### src/rtl/byte_striping_ctrl_if.sv
// Framer-side handshake and lane-write bus of the byte-striping controller.
// The master is the framer/lane-register side and the slave is the controller.
interface byte_striping_ctrl_if #(
    parameter int DATA_W    = 8,
    parameter int NUM_LANES = 4
);
    localparam int LANE_W = $clog2(NUM_LANES);

    logic [NUM_LANES-1:0] lane_en;
    logic [DATA_W-1:0]    in_data;
    logic                 in_valid;
    logic                 in_last;
    logic                 in_ready;
    logic [DATA_W-1:0]    stripe_data;
    logic [NUM_LANES-1:0] stripe_wr;
    logic [LANE_W-1:0]    stripe_lane;
    logic                 group_vld;
    logic                 busy;
    logic                 cfg_err;

    modport master (
        output lane_en, in_data, in_valid, in_last,
        input  in_ready, stripe_data, stripe_wr, stripe_lane, group_vld, busy, cfg_err
    );

    modport slave (
        input  lane_en, in_data, in_valid, in_last,
        output in_ready, stripe_data, stripe_wr, stripe_lane, group_vld, busy, cfg_err
    );
endinterface

### src/rtl/byte_striping_ctrl.sv
// Stripes a framed byte stream over the enabled subset of lanes and pads a
// partial final group so that every frame ends on a complete group.
//
// state  | meaning
// IDLE   | between frames; first byte latches the lane mask
// STRIPE | mid-frame, writing accepted bytes round-robin over the mask
// PAD    | frame ended early; filling the remaining enabled lanes with PAD_BYTE
module byte_striping_ctrl #(
    parameter int                DATA_W    = 8,
    parameter int                NUM_LANES = 4,
    parameter logic [DATA_W-1:0] PAD_BYTE  = DATA_W'(8'hF7)
) (
    input logic                 clk1Mhz,
    input logic                 reset,
    byte_striping_ctrl_if.slave bus
);
    localparam int PTR_W = $clog2(NUM_LANES);

    typedef enum logic [1:0] {IDLE, STRIPE, PAD} state_t;

    state_t               state_q, state_d;
    logic [NUM_LANES-1:0] mask_q, mask_d;
    logic [PTR_W-1:0]     ptr_q, ptr_d;
    logic [DATA_W-1:0]    stripe_data_q;
    logic [NUM_LANES-1:0] stripe_wr_q;
    logic [PTR_W-1:0]     stripe_lane_q;
    logic                 group_vld_q;

    logic                 accept;
    logic                 wr_en;
    logic [PTR_W-1:0]     wr_lane;
    logic [DATA_W-1:0]    wr_data;
    logic [NUM_LANES-1:0] wr_mask;

    function automatic logic [PTR_W-1:0] lowest_lane(input logic [NUM_LANES-1:0] m);
        lowest_lane = '0;
        for (int i = NUM_LANES - 1; i >= 0; i--)
            if (m[i]) lowest_lane = PTR_W'(i);
    endfunction

    function automatic logic [PTR_W-1:0] highest_lane(input logic [NUM_LANES-1:0] m);
        highest_lane = '0;
        for (int i = 0; i < NUM_LANES; i++)
            if (m[i]) highest_lane = PTR_W'(i);
    endfunction

    // Smallest enabled lane above p, wrapping to the lowest enabled lane.
    function automatic logic [PTR_W-1:0] next_lane(input logic [NUM_LANES-1:0] m,
                                                   input logic [PTR_W-1:0]     p);
        next_lane = lowest_lane(m);
        for (int i = NUM_LANES - 1; i >= 0; i--)
            if (m[i] && (i > int'(p))) next_lane = PTR_W'(i);
    endfunction

    always_comb begin
        bus.in_ready = 1'b0;
        unique case (state_q)
            IDLE:    bus.in_ready = (bus.lane_en != '0);
            STRIPE:  bus.in_ready = 1'b1;
            default: bus.in_ready = 1'b0;
        endcase
    end

    assign accept = bus.in_valid && bus.in_ready;

    always_comb begin
        state_d = state_q;
        mask_d  = mask_q;
        ptr_d   = ptr_q;
        wr_en   = 1'b0;
        wr_lane = ptr_q;
        wr_data = bus.in_data;
        wr_mask = mask_q;
        unique case (state_q)
            IDLE: begin
                if (accept) begin
                    wr_en   = 1'b1;
                    wr_lane = lowest_lane(bus.lane_en);
                    wr_mask = bus.lane_en;
                    mask_d  = bus.lane_en;
                    ptr_d   = next_lane(bus.lane_en, lowest_lane(bus.lane_en));
                    if (!bus.in_last)
                        state_d = STRIPE;
                    else if (lowest_lane(bus.lane_en) != highest_lane(bus.lane_en))
                        state_d = PAD;
                end
            end
            STRIPE: begin
                if (accept) begin
                    wr_en = 1'b1;
                    ptr_d = next_lane(mask_q, ptr_q);
                    if (bus.in_last)
                        state_d = (ptr_q == highest_lane(mask_q)) ? IDLE : PAD;
                end
            end
            PAD: begin
                wr_en   = 1'b1;
                wr_data = PAD_BYTE;
                ptr_d   = next_lane(mask_q, ptr_q);
                if (ptr_q == highest_lane(mask_q)) state_d = IDLE;
            end
            default: state_d = IDLE;
        endcase
    end

    always_ff @(posedge clk1Mhz) begin
        if (reset) begin
            state_q       <= IDLE;
            mask_q        <= '0;
            ptr_q         <= '0;
            stripe_data_q <= '0;
            stripe_wr_q   <= '0;
            stripe_lane_q <= '0;
            group_vld_q   <= 1'b0;
        end else begin
            state_q     <= state_d;
            mask_q      <= mask_d;
            ptr_q       <= ptr_d;
            stripe_wr_q <= wr_en ? ({{(NUM_LANES-1){1'b0}}, 1'b1} << wr_lane) : '0;
            group_vld_q <= wr_en && (wr_lane == highest_lane(wr_mask));
            if (wr_en) begin
                stripe_data_q <= wr_data;
                stripe_lane_q <= wr_lane;
            end
        end
    end

    assign bus.stripe_data = stripe_data_q;
    assign bus.stripe_wr   = stripe_wr_q;
    assign bus.stripe_lane = stripe_lane_q;
    assign bus.group_vld   = group_vld_q;
    assign bus.busy        = (state_q != IDLE);
    assign bus.cfg_err     = (state_q == IDLE) && (bus.lane_en == '0);
endmodule

### src/flat_wrapper.sv
// flat-port wrapper written by rule: the top's interface ports become plain ports
module byte_striping_ctrl_flat 
#(
    parameter int                DATA_W    = 8,
    parameter int                NUM_LANES = 4,
    parameter logic [DATA_W-1:0] PAD_BYTE  = DATA_W'(8'hF7)
)
  (clk1Mhz, reset, bus_lane_en, bus_in_data, bus_in_valid, bus_in_last, bus_in_ready, bus_stripe_data, bus_stripe_wr, bus_stripe_lane, bus_group_vld, bus_busy, bus_cfg_err);
  byte_striping_ctrl_if #(.DATA_W(DATA_W), .NUM_LANES(NUM_LANES)) bus_i ();
  input logic clk1Mhz;
  input logic reset;
  input wire logic [$bits(bus_i.lane_en)-1:0] bus_lane_en;
  input wire logic [$bits(bus_i.in_data)-1:0] bus_in_data;
  input wire logic [$bits(bus_i.in_valid)-1:0] bus_in_valid;
  input wire logic [$bits(bus_i.in_last)-1:0] bus_in_last;
  output wire logic [$bits(bus_i.in_ready)-1:0] bus_in_ready;
  output wire logic [$bits(bus_i.stripe_data)-1:0] bus_stripe_data;
  output wire logic [$bits(bus_i.stripe_wr)-1:0] bus_stripe_wr;
  output wire logic [$bits(bus_i.stripe_lane)-1:0] bus_stripe_lane;
  output wire logic [$bits(bus_i.group_vld)-1:0] bus_group_vld;
  output wire logic [$bits(bus_i.busy)-1:0] bus_busy;
  output wire logic [$bits(bus_i.cfg_err)-1:0] bus_cfg_err;
  assign bus_i.lane_en = bus_lane_en;
  assign bus_i.in_data = bus_in_data;
  assign bus_i.in_valid = bus_in_valid;
  assign bus_i.in_last = bus_in_last;
  assign bus_in_ready = bus_i.in_ready;
  assign bus_stripe_data = bus_i.stripe_data;
  assign bus_stripe_wr = bus_i.stripe_wr;
  assign bus_stripe_lane = bus_i.stripe_lane;
  assign bus_group_vld = bus_i.group_vld;
  assign bus_busy = bus_i.busy;
  assign bus_cfg_err = bus_i.cfg_err;
  byte_striping_ctrl #(.DATA_W(DATA_W), .NUM_LANES(NUM_LANES), .PAD_BYTE(PAD_BYTE)) u_core (.clk1Mhz(clk1Mhz), .reset(reset), .bus(bus_i));
endmodule
### config.mk
export PLATFORM = sky130hd
export DESIGN_NAME = byte_striping_ctrl_flat
export DESIGN_NICKNAME = d
export VERILOG_FILES = /design/src/rtl/byte_striping_ctrl_if.sv /design/src/rtl/byte_striping_ctrl.sv /design/src/flat_wrapper.sv
export SDC_FILE = /design/constraint.sdc
export NUM_CORES = 1
export LEC_CHECK = 0
export CAP_MARGIN = 20
export CORE_MARGIN = 2
export CORE_UTILIZATION = 32
export DETAILED_ROUTE_END_ITERATION = 7
export PLACE_DENSITY = 0.63
export SETUP_SLACK_MARGIN = 0.4
export SLEW_MARGIN = 20
export SYNTH_ARGS = -nofsm -noshare
export SYNTH_HDL_FRONTEND = slang
export SYNTH_SLANG_ARGS = --single-unit
### constraint.sdc
create_clock -name clk1Mhz -period 3.3 [get_ports clk1Mhz]
set_input_delay 0.495 -clock clk1Mhz [delete_from_list [all_inputs] [get_ports clk1Mhz]]
set_output_delay 0.495 -clock clk1Mhz [all_outputs]
set_load 0.02 [all_outputs]
# [Yosys cells after proc, flatten, opt, wreduce, memory -nomap -nowiden]
# Cells that the tools add are included.
[word_totals] output_inout_bits=18 word_cells=101 reg_bits=23 input_bits=16
[classes] magnitude_cmp=6 reduce_logical=19 shifts=1 muxes=55 n_bitwise=1 eq_ne=11
[ops] op="two-way mux 2 bit" count=44
[ops] op="one-hot mux 2 bit (3 select lines)" count=2
[ops] op="logical AND 1 bit" count=9
[ops] op="greater-than comparator 2 bit (first input constant)" count=4
[ops] op="two-way mux 4 bit" count=2
[ops] op="two-way mux 8 bit" count=1
[ops] op="== test 2 bit" count=3
[ops] op="!= test 2 x 1 -> 1 bit (second input constant)" count=3
[ops] op="AND reduction 5 bit" count=1
[ops] op="greater-than comparator 1 x 2 -> 1 bit (first input constant)" count=2
[ops] op="logical NOT 4 bit" count=1
[ops] op="two-way mux 1 bit" count=4
[ops] op="one-hot mux 1 bit (2 select lines)" count=2
[ops] op="nonzero test 4 bit" count=1
[ops] op="OR reduction 2 bit" count=2
[ops] op="left shift 1 x 2 -> 4 bit (first input constant)" count=1
[ops] op="!= test 3 x 2 -> 1 bit (second input constant)" count=1
[ops] op="AND reduction 3 bit" count=1
[ops] op="nonzero test 3 bit" count=1
[ops] op="== test 2 x 1 -> 1 bit (second input constant)" count=1
[ops] op="== test 2 bit (second input constant)" count=1
[ops] op="logical NOT 2 bit" count=1
[ops] op="!= test 2 bit" count=1
[ops] op="!= test 2 bit (second input constant)" count=1
[ops] op="other kinds (3)" count=3

# [Longest topological paths before layout]
# Gate-level depths: netlist of run 1.
[logic_depth] depth_word=13 ltp_mapped=9 ltp_nobuf=7

# [Worst setup path before layout of run 1]
# No wires, ideal clock.
[synth_timing] path_kind="flip-flop to output port" startpoint="register u_core.state_q[1]" endpoint="output port bus_in_ready" required_time_ns=2.805 path_buffers=1 setup_slack_ns=1.418 stages_incl_launch_ff=6 t_arrival_ns=1.387 path_cell_list="dfxtp_1 -> inv_1 -> ha_1 -> buf_2 -> inv_1 -> o21ai_0"
[synth_between] elab_chain_len=2 word_cells_on_any_way=3 classes_between="eq/ne (1); mux (1); reduce/logical (1)"
[synth_rtl] element="start, declared" line="byte_striping_ctrl.sv:21" text="state_t state_q, state_d;"
[synth_rtl] element="start signal, assigned" line="byte_striping_ctrl.sv:116" text="state_q <= state_d;"
[synth_rtl] element="== test 2 x 1 -> 1 bit or logical NOT 2 bit (tied branches)" line="byte_striping_ctrl.sv:57" text="unique case (state_q)"
[synth_rtl] element="one-hot mux 1 bit (2 select lines) (*)" line="byte_striping_ctrl.sv:57"
[synth_rtl] element="end, declared" line="flat_wrapper.sv:16" text="output wire logic [$bits(bus_i.in_ready)-1:0] bus_in_ready;"
# Every way passes the cells marked *; elsewhere a longest branch is shown, timed or not.

# [Worst setup path after layout of run 1]
[layout_timing] startpoint="input port bus_lane_en[3]" endpoint="output port bus_cfg_err"
[layout_between] elab_chain_len=2
[layout_rtl] element="start, declared" line="flat_wrapper.sv:12" text="input wire logic [$bits(bus_i.lane_en)-1:0] bus_lane_en;"
[layout_rtl] element="logical NOT 4 bit" line="byte_striping_ctrl.sv:133" text="assign bus.cfg_err = (state_q == IDLE) && (bus.lane_en == '0);"
[layout_rtl] element="logical AND 1 bit" line="byte_striping_ctrl.sv:133"
[layout_rtl] element="end, declared" line="flat_wrapper.sv:22" text="output wire logic [$bits(bus_i.cfg_err)-1:0] bus_cfg_err;"
# No other way between the ends.

==> results of run 1 <==
## metrics by stage
step | utilization [%] | cells | total power (W)
global placement | 41.7 | 239 | 0.00122
floorplan | - | 166 | 0.000946
global route | 43.4 | 246 | 0.00150
finish | 43.4 | 246 | 0.00137
CTS | 42.8 | 243 | 0.00139
detailed placement | 41.7 | 239 | 0.00122
## worst reg2reg max path: stages (launching register included)
cell     delay [ps]
dfxtp_1         420
inv_1           100
ha_1            310
and2_1          250
a32oi_1         580
a31oi_1          80
o21ai_0         180
a31oi_1          60
## layout by cell type (no fill, tap or decap), drive strengths merged, types with 2 or more instances in the layout
master / count
clkdlybuf4s50: 33
dfxtp: 23
nand2: 21
nor2: 17
o21ai: 15
inv: 12
buf: 6
o211ai: 5
a21oi: 5
a31oi: 5
and3: 4
and2: 4
nand2b: 3
nor3: 3
ha: 3
clkbuf: 3
nor2b: 2
a221oi: 2
a21boi: 2
a211oi: 2
o41ai: 2
nand3b: 2
o22ai: 2
a32o: 2
nor4: 2
## worst max path at each step
stage | from | to | slack [ps] | cells after the start
global placement | bus_lane_en[3] | bus_cfg_err | 530 | 4
detailed placement | bus_lane_en[3] | bus_cfg_err | 500 | 4
CTS | bus_lane_en[3] | bus_cfg_err | 500 | 4
finish | bus_lane_en[3] | bus_cfg_err | 540 | 4
global route | bus_lane_en[3] | bus_cfg_err | 410 | 4
floorplan | u_core.state_q[1] | bus_in_ready | 1420 | 5
## cell type report
| class | instances | area (um^2) | area share [%] |
|---|---|---|---|
| clock inverters | 1 | 5.00 | 0.290 |
| flip-flops and latches | 23 | 460 | 26.7 |
| multi-input cells | 118 | 734 | 42.6 |
| clock buffers | 3 | 41.3 | 2.39 |
| well taps | 50 | 62.6 | 3.63 |
| repair buffers | 39 | 375 | 21.8 |
| inverters | 12 | 45.0 | 2.61 |
## power by group through the flow
stage	clock network, W	logic (W)	registers, W
after floorplan	0	0.000429	0.000517
after global placement	0	0.000764	0.000453
after detailed placement	0	0.000765	0.000452
after CTS	0.000177	0.000768	0.000446
after global routing	0.000187	0.000853	0.000457
final	0.000169	0.000761	0.000445
## cell families after synthesis
group           count (synthesis)  share of synthesized area, %
simple gates                   62                          24.0
flops                          23                          35.2
compound gates                 51                          27.8
fa+ha+maj                       4                          3.64
xor+xnor                        1                         0.670
buf+inv                        25                          8.61
## sequential cells by signal, summed over array words and instances (netlist names)
name and count:
u_core.mask_q 4, u_core.bus.group_vld 1, u_core.ptr_q 2, u_core.bus.stripe_data 8
u_core.bus.stripe_wr 4, u_core.bus.stripe_lane 2, u_core.state_q 2
## metal layers
metal  GRT usage (%)  routed length, um  vias up
li1                -                  -      646
met1            19.7               1530      575
met2            22.8               1450       18
met3            3.13                 89        0
met4            1.50                  0        0
met5               0                  0        -
==> metrics, run 1 <==
Synth warnings 0; Cell Int Power 0.000804 W; max-cap violation count 0; critical path's slowest cell clkdlybuf4s50_1; sequential share of power 32.4%; TritonCTS clock tree yes; postcts setup bufs 0; area leader, netlist dfxtp_1; largest net degree at the start of global routing 14; drc violations 0; final clock skew 1.36 ps; critical path arrival 2270 ps; Post-DP Area 1660 um^2; Worst Min Path Start u_core.bus.stripe_data[1]; worst hold path class reg2reg; RR Startpoint u_core.state_q[1]; prevailing post-synth register cell dfxtp_1; via count between 1,000 and 1,500; antenna violations before repair 0; cell family contributing the most delay on the critical path buffers and inverters; Final Net Count 216; IO Count 34; Switching Share 41.5%; htree depth 1; Routed WL 3.07 mm; hpwl dp about 2.3 mm; syn_nets 185; Reg2Reg Capture Point u_core.bus.group_vld; most used cell, CP clkdlybuf4s50_1; Synth cell types 45; TritonRoute pass-1 iters 4; row count 23; Clock transition at path regs 80 ps; Critical Path End Type output pin; most frequent cell after synthesis dfxtp_1; Avg WL per Cell 12.5 um; Bufs and invs on worst path 2; CP max stage delay 590 ps; ANT nets after route 0; crit-path cells clkdlybuf4s50_1, nor4_4, and2_1, clkdlybuf4s50_1; Avg Synthesized Cell Area 7.88 um^2; Post-synth ARST share 0%; worst slew pin tran 696 ps; post-synth top area share a little over a third; dpl ws 500 ps; CP startpoint kind input port; Hold Vio Cnt, Final 0; Hold Path End u_core.bus.stripe_data[1]; vias in the first global route ~1,100; filler instances 411; hold path depth 2; worst reg2reg path depth 7; Final Cell Area 1720 um^2; routability cong. 0.830; Cell Area, Synth 1310 um^2; ant diodes 0; post-synthesis sequential area ratio 35.2%; commonest cells in the netlist dfxtp_1 (23), nand2_1 (20), nor2_1 (17), o21ai_0 (15), inv_1 (12); Max Freq 362 MHz; Syn Inst Count 166; Max-slew headroom 53.6%; Bufs on Longest Clock Path 2; Hold WS 462 ps; EDFF count, synth 0; Crit Path Max Fanout 9; vias per std cell 5.04; Net Switching 0.000571 W; area grow syn2layout 31.9%; setup violators final 0; VDD IR max ~0.25 mV; Worst-Skew Late Latency roughly 260 ps; RSZ-0062 raised after global routing no; number of buffers created by CTS 3; FF-to-FF setup slack around 1200 ps; run status completed; layout cells sized above 1 8.16%; Core Region 3970 um^2; Crit path required time 2800 ps; IO Port Bufs 33; max-slew violations 0; Logic pwr share between 50% and 60%; PwrDens 797 nW/um^2; top post-synthesis cells by area dfxtp_1 (35%), nand2_1 (5.7%), o21ai_0 (5.7%), nor2_1 (4.9%), inv_1 (3.4%); flops & latches, synth 23; total negative slack 0 ps; chip height 67.9 um; initial DRC count 66; Setup CP Type in2out; Final WS setup 538 ps; global route overflow 0; PostCTS Resize Cnt 0; Clk pwr share between 10 and 15%; DIE AREA 4610 um^2; first-pass GRT wire length around 5 mm; part of the cycle the worst path needs between 80% and 90%; Root Driver clkbuf_8; Final Critical Period 2760 ps; clock sinks 23; Initial Utilization 32.9%; Hold-fix buffers, CTS 0; Die Width 67.9 um; Leak 0.634 nW; GRT Total Usage 14.1%
(Power assumes the default switching activity.)
==> run 2: changes to the inputs <==
--- a/config.mk
+++ b/config.mk
@@ -9,7 +9,7 @@
 export CORE_MARGIN = 2
 export CORE_UTILIZATION = 32
 export DETAILED_ROUTE_END_ITERATION = 7
-export PLACE_DENSITY = 0.63
+export PLACE_DENSITY = 0.66
 export SETUP_SLACK_MARGIN = 0.4
 export SLEW_MARGIN = 20
 export SYNTH_ARGS = -nofsm -noshare
==> constraint.sdc (replaced) <==
create_clock -name clk1Mhz -period 2.45 [get_ports clk1Mhz]
set_input_delay 0.3675 -clock clk1Mhz [delete_from_list [all_inputs] [get_ports clk1Mhz]]
set_output_delay 0.3675 -clock clk1Mhz [all_outputs]
set_load 0.02 [all_outputs]
==> metrics, run 2 (synthesized netlist as in run 1, its figures left out) <==
hold path depth 2 (unchanged); chip height 67.9 um (unchanged); number of buffers created by CTS 3 (unchanged); ant diodes 0 (unchanged); FF-to-FF setup slack 540 ps (was 1180 ps); Hold WS 453 ps (was 462 ps); GRT Total Usage 13.5% (was 14.1%); total negative slack 0 ps (unchanged); Setup CP Type in2reg (was in2out); Net Switching 0.000774 W (was 0.000571 W); Reg2Reg Capture Point u_core.bus.group_vld (unchanged); VDD IR max 0.382 mV (was 0.248 mV); Leak 0.676 nW (was 0.634 nW); worst hold path class reg2reg (unchanged); Bufs and invs on worst path 2 (unchanged); vias per std cell 4.97 (was 5.04); filler instances 403 (was 411); Hold Path End u_core.bus.stripe_data[2] (was u_core.bus.stripe_data[1]); max-cap violation count 0 (unchanged); RR Startpoint u_core.state_q[1] (unchanged); layout cells sized above 1 12.4% (was 8.16%); Core Region 3970 um^2 (unchanged); critical path arrival 2080 ps (was 2270 ps); Final WS setup 522 ps (was 538 ps); Hold Vio Cnt, Final 0 (unchanged); vias in the first global route 1,084 (was 1,071); Crit path required time 2600 ps (was 2800 ps); WL met1 1.45 mm (was 1.53 mm); Bufs on Longest Clock Path 2 (unchanged); placed cell count 245 (was 239); WL met3 101 um (was 89 um); DR WL met2 1.41 mm (was 1.45 mm); cell family contributing the most delay on the critical path compound AO/OA/AOI/OAI gates (was buffers and inverters); Die Width 67.9 um (unchanged); uppermost routed layer met3 (unchanged); CP startpoint kind input port (unchanged); worst slew pin tran 434 ps (was 696 ps); final clock skew 2.02 ps (was 1.36 ps); area grow syn2layout 35.2% (was 31.9%); TritonCTS clock tree yes (unchanged); max-slew violations 0 (unchanged); global route overflow 0 (unchanged); Clk pwr share 12.0% (was 12.3%); IO Count 34 (unchanged); worst reg2reg path depth 8 (was 7); Switching Share 41.3% (was 41.5%); Avg WL per Cell 11.8 um (was 12.5 um); first-pass GRT wire length 4.89 mm (was 5.04 mm); initial DRC count 69 (was 66); footprint of the multi-input gates 748 um^2 (was 734 um^2); Final Net Count 221 (was 216); htree depth 1 (unchanged); TritonRoute pass-1 iters 4 (unchanged); largest net degree at the start of global routing 14 (unchanged); run status completed (unchanged); Cell Int Power 0.00110 W (was 0.000804 W); Max-slew headroom 70.7% (was 53.6%); Max Freq 519 MHz; clock sinks 23 (unchanged); PwrDens 1060 nW/um^2 (was 797 nW/um^2); Root Driver clkbuf_8 (unchanged); Worst-Skew Late Latency 260 ps (about the same); Routed WL 2.96 mm (was 3.07 mm); FF+latch area 460 um^2 (unchanged); Initial Utilization 32.9% (unchanged); RSZ-0062 raised after global routing no (unchanged); Largest register FFs 8 (unchanged); most frequent cells in the layout clkdlybuf4s50_1 (30), dfxtp_1 (23), nand2_1 (20) (was clkdlybuf4s50_1 (33), dfxtp_1 (23), nand2_1 (20)); Final Critical Period 1930 ps; commonest non-fill, non-tap cell in the layout clkdlybuf4s50_1 (unchanged); Logic pwr share 56.0% (was 55.3%); critical path's slowest cell o41ai_1 (was clkdlybuf4s50_1); part of the cycle the worst path needs 78.7%; routability cong. 0.841 (was 0.830); Crit Path Max Fanout 10 (was 9); Finished Layout Cells 251 (was 246); hpwl dp 2.23 mm (was 2.26 mm); Clock transition at path regs 70 ps (was 80 ps); dpl ws 44.9 ps (was 500 ps); DIE AREA 4610 um^2 (unchanged); Critical Path End Type flop (was output pin); antenna violations before repair 0 (unchanged); IO Port Bufs 33 (unchanged); via count 1,248 (was 1,239); setup violators final 0 (unchanged); ANT nets after route 0 (unchanged); Hold-fix buffers, CTS 0 (unchanged); crit-path cells clkdlybuf4s50_1, buf_4, o41ai_1, a31o_2, a31oi_4, o221a_2 (was clkdlybuf4s50_1, nor4_4, and2_1, clkdlybuf4s50_1); row count 23 (unchanged); CP max stage delay 490 ps (was 590 ps); sequential share of power 32.0% (was 32.4%); Worst Min Path Start u_core.bus.stripe_data[2] (was u_core.bus.stripe_data[1]); drc violations 0 (unchanged)
==> run 2: power groups by stage <==
stage | registers [W] | clock network, W | logic, W
floorplan | 0.000696 | 0 | 0.000578
global placement | 0.000605 | 0 | 0.00105
detailed placement | 0.000608 | 0 | 0.00105
CTS | 0.000600 | 0.000236 | 0.00106
global route | 0.000624 | 0.000254 | 0.00117
finish | 0.000600 | 0.000225 | 0.00105
==> run 2: routing by layer <==
layer / vias up / global-route usage, %
met5: - / 0
met4: 0 / 1.50
met3: 0 / 2.96
met2: 19 / 22.3
met1: 568 / 18.4
li1: 661 / -
==> run 2: worst reg2reg max path, cell delays in order, from the launching register on <==
cell      delay, ps
dfxtp_1         410
inv_1           100
ha_1            200
buf_4           170
and2_1          200
o211ai_1        180
and3_1          330
nand2_1          70
a31oi_1         170
==> run 2: what timing repair did <==
item,in CTS,in global routing
endpoints found under the setup margin,2,4
pin swaps,1,1
setup buffers,2,0
resized for setup,5,8
==> run 2: how the worst max path moves through the flow <==
stage | from | to | slack, ps | depth (start not counted)
floorplan | u_core.state_q[1] | bus_in_ready | 700 | 5
global placement | bus_lane_en[0] | bus_cfg_err | 50 | 4
detailed placement | bus_lane_en[0] | bus_cfg_err | 40 | 4
CTS | u_core.state_q[1] | bus_busy | 410 | 4
global route | u_core.state_q[1] | u_core.bus.group_vld | 420 | 8
finish | bus_lane_en[0] | u_core.state_q[1] | 520 | 6
==> run 2: per-stage QoR <==
step	cell area, um^2	power [W]	util [%]
2_1_floorplan	1310	0.00127	-
3_3_place_gp	1700	0.00166	42.8
3_5_place_dp	1700	0.00166	42.8
4_1_cts	1760	0.00189	44.4
5_1_grt	1770	0.00204	44.5
6_report	1770	0.00188	44.5
==> run 2: layout make-up <==
| class | count | area share [%] |
|---|---|---|
| Clock buffer | 3 | 2.34 |
| Clock inverter | 1 | 0.283 |
| Inverter | 12 | 2.55 |
| Multi-Input combinational cell | 118 | 42.3 |
| Sequential cell | 23 | 26.0 |
| Tap cell | 50 | 3.54 |
| Timing Repair Buffer | 44 | 22.9 |
==> run 3: changes to the inputs <==
==> constraint.sdc (replaced) <==
create_clock -name clk1Mhz -period 1.6 [get_ports clk1Mhz]
set_input_delay 0.24 -clock clk1Mhz [delete_from_list [all_inputs] [get_ports clk1Mhz]]
set_output_delay 0.24 -clock clk1Mhz [all_outputs]
set_load 0.02 [all_outputs]
==> metrics, run 3 (synthesized netlist as in run 1, its figures left out) <==
first-pass GRT wire length 6.31 mm (was 4.89 mm); RSZ-0062 raised after global routing yes (was no); TritonCTS clock tree yes (unchanged); failing checks negative setup slack; Hold WS 456 ps (was 453 ps); Core Region 3970 um^2 (unchanged); run status finished with violations (was completed); Leak 0.947 nW (was 0.676 nW); PwrDens 1660 nW/um^2 (was 1060 nW/um^2); Hold Vio Cnt, Final 0 (unchanged); row count 23 (unchanged); number of buffers created by CTS 3 (unchanged); max-cap violation count 0 (unchanged); sequential share of power 24.2% (was 32.0%); IO Count 34 (unchanged); Crit Path Max Fanout 6 (was 10); most frequent cells in the layout buf_4 (42), dfxtp_1 (21), nor2_1 (16) (was clkdlybuf4s50_1 (30), dfxtp_1 (23), nand2_1 (20)); Worst-Skew Late Latency 260 ps (about the same); initial DRC count 93 (was 69); Final Critical Period 1630 ps; Initial Utilization 32.9% (unchanged); Avg WL per Cell 13.0 um (was 11.8 um); ANT nets after route 0 (unchanged); DIE AREA 4610 um^2 (unchanged); Clk pwr share 9.4% (was 12.0%); worst slew pin tran 349 ps (was 434 ps); via count 1,458 (was 1,248); Critical Path End Type flop (unchanged); Routed WL 3.78 mm (was 2.96 mm); worst hold path class reg2reg (unchanged); FF-to-FF setup slack -30 ps (was 540 ps); global route overflow 0 (unchanged); htree depth 1 (unchanged); largest net degree at the start of global routing 13 (was 14); critical path arrival 1780 ps (was 2080 ps); clock sinks 23 (unchanged); setup violators final 2 (was 0); Final Net Count 261 (was 221); routability cong. 0.857 (was 0.841); layout cells sized above 1 46.9% (was 12.4%); Logic pwr share 66.4% (was 56.0%); Bufs on Longest Clock Path 2 (unchanged); antenna violations before repair 0 (unchanged); Net Switching 0.00152 W (was 0.000774 W); CP startpoint kind flop (was input port); Max Freq 614 MHz; Die Width 67.9 um (unchanged); final clock skew 1.80 ps (was 2.02 ps); Clock transition at path regs 80 ps (was 70 ps); Max-slew headroom 76.7% (was 70.7%); Cell Int Power 0.00222 W (was 0.00110 W); Hold-fix buffers, CTS 0 (unchanged); hpwl dp 2.68 mm (was 2.23 mm); Largest register FFs 8 (unchanged); Root Driver clkbuf_8 (unchanged); max-slew violations 0 (unchanged); area grow syn2layout 72.2% (was 35.2%); chip height 67.9 um (unchanged); dpl ws -457 ps (was 44.9 ps); Switching Share 40.6% (was 41.3%); part of the cycle the worst path needs 102%; drc violations 0 (unchanged); commonest non-fill, non-tap cell in the layout buf_4 (was clkdlybuf4s50_1); Final WS setup -28.8 ps (was 522 ps); VDD IR max 0.569 mV (was 0.382 mV); Crit path required time 1750 ps (was 2600 ps); vias per std cell 5.01 (was 4.97); GRT Total Usage 17.7% (was 13.5%); TritonRoute pass-1 iters 4 (unchanged); Setup CP Type reg2reg (was in2reg); IO Port Bufs 33 (unchanged); vias in the first global route 1,400 (was 1,084); ant diodes 0 (unchanged)
[run 3: cell count changes in the layout (fill, tap and decap cells not counted), moves of 4 or more]
cell             previous run  this run
buf_4                      11        42
clkdlybuf4s50_1            30        10
buf_6                       0        11
o21ai_0                    15         4
nand2_1                    20        11
nand2_2                     1        10
dlygate4sd2_1               0         7
clkbuf_2                    1         7
o21ai_2                     0         6
inv_1                      12         8
o21ai_1                     0         4
[run 3: final cells by class]
type | count | area [um^2]
sequential | 23 | 465
clock buffer | 4 | 45.0
tap | 50 | 62.6
multi-input combinational | 118 | 906
fill | 364 | 1720
timing repair buffer | 84 | 719
inverter | 12 | 52.6
[run 3: timing repair]
action | 4_1_cts | 5_1_grt
cloned | 0 | 0
gates resized for setup | 77 | 41
endpoints found under the setup margin | 41 | 36
setup buffers | 10 | 2
pin swaps | 23 | 8
[run 3: per-layer routing]
metal	global-route usage, %	wire [um]	up-vias	part of all wire [%]
li1	-	-	738	-
met1	23.8	1700	665	45
met2	29.0	1790	49	47
met3	4.28	246	6	6.5
met4	3.00	44	0	1.2
met5	0	0	-	0
[run 3: critical path, stage by stage (launching register included)]
cell	delay, ps
dfxtp_2	360
inv_4	60
ha_4	180
buf_6	130
buf_4	140
a31o_2	210
a31oi_4	170
nand2_2	60
a32o_1	210
[run 3: metrics by stage]
step	TNS (ps)	cells	area [um^2]	utilization [%]	total power [W]
after global placement	-6970	275	1990	50.0	0.00296
after floorplan	0	166	1390	-	0.00209
after global routing	-626	291	2250	56.7	0.00400
final	-41.9	291	2250	56.7	0.00374
after detailed placement	-7010	275	1990	50.0	0.00298
after CTS	-9.36	289	2190	55.1	0.00357
[run 3: power by group through the flow]
stage / Clock (W) / Sequential (W) / Combinational, W
final: 0.000352 / 0.000907 / 0.00248
after global routing: 0.000394 / 0.000932 / 0.00268
after CTS: 0.000365 / 0.000885 / 0.00232
after detailed placement: 0 / 0.000897 / 0.00209
after global placement: 0 / 0.000891 / 0.00207
after floorplan: 0 / 0.00108 / 0.00101
[run 3: worst paths after layout]
path,from,to,cells past startpoint
worst max-delay path,u_core.state_q[1],u_core.state_q[0],8
worst min-delay path,u_core.bus.stripe_data[4],u_core.bus.stripe_data[4],2
worst max register to register,u_core.state_q[1],u_core.state_q[0],8
worst min register to register,u_core.bus.stripe_data[4],u_core.bus.stripe_data[4],2
